[src/rtl/pll_reset_sequencer.sv]
// PLL reset sequencer: synchronises the PLL lock flag, holds the system in
// reset until lock has been stable for STABLE_CYCLES plus HOLD_CYCLES, and
// re-asserts reset on loss of lock or a soft-reset request. It also counts
// lock losses seen while running.
module pll_reset_sequencer #(
    parameter int unsigned SYNC_STAGES   = 2,
    parameter int unsigned STABLE_CYCLES = 1024,
    parameter int unsigned HOLD_CYCLES   = 16,
    parameter int unsigned CNT_W         = 16
) (
    input  logic       clock,
    input  logic       reset,
    input  logic       locked,
    input  logic       force_reset,
    output logic       sys_reset,
    output logic       sys_resetn,
    output logic       ready,
    output logic [1:0] state,
    output logic [7:0] lock_loss_count
);

    localparam logic [CNT_W-1:0] STABLE_LAST = CNT_W'(STABLE_CYCLES - 1);
    localparam logic [CNT_W-1:0] HOLD_LAST   = CNT_W'(HOLD_CYCLES - 1);
    localparam logic [CNT_W-1:0] CNT_ONE     = CNT_W'(1);

    typedef enum logic [1:0] {
        S_HOLD    = 2'd0,
        S_STABLE  = 2'd1,
        S_RELEASE = 2'd2,
        S_RUN     = 2'd3
    } state_t;

    logic [SYNC_STAGES-1:0] sync_q, sync_d;
    state_t                 state_q, state_d;
    logic [CNT_W-1:0]       cnt_q, cnt_d;
    logic [7:0]             loss_q, loss_d;
    logic                   sys_reset_q, sys_reset_d;
    logic                   ready_q, ready_d;

    logic locked_s;
    logic abort;

    assign locked_s = sync_q[SYNC_STAGES-1];
    assign abort    = !locked_s || force_reset;

    // Synchroniser shift, sequencing FSM, loss counter and next-state-derived outputs
    always_comb begin
        sync_d      = {sync_q[SYNC_STAGES-2:0], locked};
        state_d     = state_q;
        cnt_d       = cnt_q;
        loss_d      = loss_q;
        sys_reset_d = 1'b1;
        ready_d     = 1'b0;

        case (state_q)
            S_HOLD: begin
                cnt_d = '0;
                if (!abort) begin
                    state_d = S_STABLE;
                end
            end
            S_STABLE: begin
                if (abort) begin
                    state_d = S_HOLD;
                    cnt_d   = '0;
                end else if (cnt_q == STABLE_LAST) begin
                    state_d = S_RELEASE;
                    cnt_d   = '0;
                end else begin
                    cnt_d = cnt_q + CNT_ONE;
                end
            end
            S_RELEASE: begin
                if (abort) begin
                    state_d = S_HOLD;
                    cnt_d   = '0;
                end else if (cnt_q == HOLD_LAST) begin
                    state_d = S_RUN;
                    cnt_d   = '0;
                end else begin
                    cnt_d = cnt_q + CNT_ONE;
                end
            end
            S_RUN: begin
                cnt_d = '0;
                if (abort) begin
                    state_d = S_HOLD;
                end
                // Only a genuine lock drop counts; a soft reset alone does not
                if (!locked_s && (loss_q != 8'hFF)) begin
                    loss_d = loss_q + 8'd1;
                end
            end
            default: begin
                state_d = S_HOLD;
                cnt_d   = '0;
            end
        endcase

        // Registering from next state makes reset assert on the edge RUN is left
        sys_reset_d = (state_d != S_RUN);
        ready_d     = (state_d == S_RUN);
    end

    // State and output registers, forced to the held-in-reset values asynchronously
    always_ff @(posedge clock or posedge reset) begin
        if (reset) begin
            sync_q      <= '0;
            state_q     <= S_HOLD;
            cnt_q       <= '0;
            loss_q      <= '0;
            sys_reset_q <= 1'b1;
            ready_q     <= 1'b0;
        end else begin
            sync_q      <= sync_d;
            state_q     <= state_d;
            cnt_q       <= cnt_d;
            loss_q      <= loss_d;
            sys_reset_q <= sys_reset_d;
            ready_q     <= ready_d;
        end
    end

    assign sys_reset       = sys_reset_q;
    assign sys_resetn      = ~sys_reset_q;
    assign ready           = ready_q;
    assign state           = state_q;
    assign lock_loss_count = loss_q;

endmodule

[config.mk]
export PLATFORM = sky130hd
export DESIGN_NAME = pll_reset_sequencer
export DESIGN_NICKNAME = d
export VERILOG_FILES = /design/src/rtl/pll_reset_sequencer.sv
export SDC_FILE = /design/constraint.sdc
export NUM_CORES = 1
export LEC_CHECK = 0
export BUFFER_PORTS_ARGS = -buffer_cell sky130_fd_sc_hd__buf_2
export CAP_MARGIN = 20
export CORE_MARGIN = 4
export CORE_UTILIZATION = 35
export CTS_BUF_LIST = sky130_fd_sc_hd__clkbuf_8
export CTS_CLUSTER_DIAMETER = 100
export DETAILED_ROUTE_END_ITERATION = 7
export GPL_ROUTABILITY_DRIVEN = 0
export REMOVE_ABC_BUFFERS = 1
export SLEW_MARGIN = 5
export SYNTH_ARGS = -nofsm -noshare
export SYNTH_HDL_FRONTEND = slang
export SYNTH_SLANG_ARGS = --single-unit
[constraint.sdc]
create_clock -name clock -period 3 [get_ports clock]
set_input_delay 0.3 -clock clock [delete_from_list [all_inputs] [get_ports clock]]
set_output_delay 0.3 -clock clock [all_outputs]
set_load 0.005 [all_outputs]
==> results.json <==
{
  "outcome": "completed",
  "p_switching_mw": 0.189,
  "vias_per_cell": 4.99,
  "critPathCaptureType": "flip-flop",
  "worst_pin_slew_ns": 0.751,
  "drive_above_1_share_pct": 18.8,
  "fp.coreArea_sq_um": 3770,
  "synth_area_per_cell_sq_um": 10.6,
  "synthFlopType": "dfrtp_1",
  "grt_usage_pct": 11.9,
  "post-route-util_pct": 43.5,
  "hold_viol": 0,
  "initial_core_util_pct": 37.6,
  "yosysSeqAreaShare_pct": 53.1,
  "drv_cap": 0,
  "cellPowerDensity_nw_per_um2": 478,
  "nets": 159,
  "critPathCapture": "cnt_q[4]",
  "clkPwrFrac_pct": 37.8,
  "root_buffer": "clkbuf_8",
  "hold_class": "primary input to async pin",
  "num_vias": 1008,
  "fin_total_pwr_mw": 0.783,
  "final_common_cell": "dfrtp_1",
  "syn_area_sq_um": 1420,
  "r2r_slack_ns": 0.91,
  "slew_violations": 0,
  "grt_overflow_total": 0,
  "dp_hpwl_um": 1880,
  "ys_warn_count": 0,
  "path_class": "flip-flop to flip-flop",
  "mostFrequentLayoutCells": "29 x dfrtp_1, 16 x nor2_1, 16 x buf_2",
  "async_reset_ff_share_pct": 100,
  "grt_setup_unrepaired": "no",
  "h-tree-depth": 2,
  "antenna_found_initial": 0,
  "grt_max_degree": 20,
  "yosysUniqueCellTypes": 36,
  "critPathLaunchType": "flip-flop",
  "yosys_register_bits": 30,
  "p_comb_share_pct": 7.6,
  "fmax_ghz": 0.478,
  "syn_inst": 133,
  "finalCriticalPeriod_ns": 2.09,
  "synth_edf_count": 0,
  "ir_drop_mv": 0.238,
  "r2r-start": "cnt_q[0]",
  "final_cell_area_sq_um": 1640,
  "setup.worst_path.start": "cnt_q[0]",
  "p_sw_share_pct": 24.1,
  "drc_errors": 0,
  "postRouteAntennaNets": 0,
  "finalWirelength_um": 2630,
  "internal-power_mw": 0.594,
  "dr.pass1.iters": 4,
  "layout.cells.non_filler": 202,
  "dpl_cell_area_sq_um": 1560,
  "setup_tns_ns": 0,
  "die-area_sq_um": 5130,
  "area_delta_synth_final_pct": 15.7,
  "ios": 17,
  "ff2ff_path_depth": 5,
  "p_seq_share_pct": 54.6,
  "insertion_delay_ns": 0.28,
  "die_y_um": 71.6,
  "numCtsBuffers": 5,
  "cts_tree": "done",
  "grt_pass1_vias": 1036,
  "cts.sinks": 30,
  "cts_resized": 0,
  "post-cts-setup-buffers": 0,
  "cts.path.max_buffers": 2,
  "first_iter_violations": 31,
  "finalCritPeriodShare_pct": 69.7,
  "path_clk_slew_ns": 0.06,
  "critPathArrivalTime_ns": 2.22,
  "r2r-end": "cnt_q[4]",
  "cts_hold_buf": 0,
  "cp_max_fo": 16,
  "grt_pass1_wl_um": 4620,
  "n_antenna_cell": 0,
  "required_ns": 3.13,
  "skew_ns": 0.00467,
  "maxSlewHeadroom_pct": 49.9,
  "p_leak_nw": 0.792,
  "setup_violations": 0,
  "dieWidth_um": 71.6,
  "placed_cells": 194,
  "avgRoutedWirePerCell_um": 13.0,
  "io_buffer_count": 16,
  "rows": 22
}
[Yosys cell counts (3+ instances only)]
master / number / area (sq um)
xnor2_1: 3 / 26.3
dfrtp_1: 29 / 726
nand4_1: 4 / 25.0
nand3_1: 10 / 50.1
nand2_1: 7 / 26.3
o21ai_0: 3 / 15.0
a21oi_1: 5 / 25.0
nor2_1: 16 / 60.1
nor3_1: 4 / 20.0
inv_1: 4 / 15.0
xor2_1: 14 / 123
[final cells by class]
cell class	instances	area [sq um]
fill	357	2130
sequential	30	752
multi-input combinational	95	624
timing repair buffer	17	108
clock buffer	5	68.8
tap	48	60.1
inverter	4	15.0
clock inverter	3	11.3
[worst min-delay path by stage]
stage	slack (ns)	startpoint	depth (start not counted)	to
6_report	0.05	reset	2	cnt_q[0]
3_3_place_gp	0.34	sync_q[0]	0	sync_q[1]
5_1_grt	0.08	reset	2	cnt_q[0]
3_5_place_dp	0.34	sync_q[0]	0	sync_q[1]
2_1_floorplan	0.33	sync_q[0]	0	sync_q[1]
4_1_cts	0.05	reset	2	cnt_q[0]
[metal layers]
| layer | GRT usage (%) | vias to the layer above | wire length (um) |
|---|---|---|---|
| met5 | 0 | - | 0 |
| met4 | 7.72 | 0 | 74 |
| met3 | 5.05 | 5 | 111 |
| met2 | 17.4 | 13 | 1210 |
| met1 | 14.2 | 487 | 1230 |
| li1 | - | 503 | - |
[power groups by stage]
stage | combinational [mW] | sequential (mW) | clock (mW)
after floorplan | 0.0378 | 0.432 | 0
after global placement | 0.0548 | 0.435 | 0
after detailed placement | 0.0614 | 0.433 | 0
after CTS | 0.0608 | 0.427 | 0.306
after global routing | 0.0684 | 0.430 | 0.332
final | 0.0597 | 0.427 | 0.296
[sequential cells by signal, indices dropped and copies added (netlist names)]
signal / count
cnt_q: 16
lock_loss_count: 8
ready: 1
state: 2
sync_q: 2
sys_reset: 1
[metrics by stage]
stage | hold WS (ns) | worst slack, ns
6_report | 0.0496 | 0.909
5_1_grt | 0.0779 | 0.693
4_1_cts | 0.0543 | 0.911
3_5_place_dp | 0.337 | 0.893
3_3_place_gp | 0.336 | 1.02
2_1_floorplan | 0.331 | 1.28
[worst max-delay path, cell delays in order, from the launching register on]
cell and delay [ns]:
dfrtp_1 0.38, ha_1 0.19, and3_1 0.32, nand4_1 0.23, a22oi_2 0.69, nor2_1 0.12
[cells by family (layout without fill, tap and decap cells)]
group           after synthesis  count (layout)  synth area share (%)
simple gates                 61              61                  24.6
xor+xnor                     17              17                  10.5
buf+inv                       8              29                  2.83
flops                        30              30                  53.1
mux                           1               1                 0.795
fa+ha+maj                     2               2                  1.77
compound gates               14              14                  6.36
No activity file was read; power rests on OpenSTA's default activity.
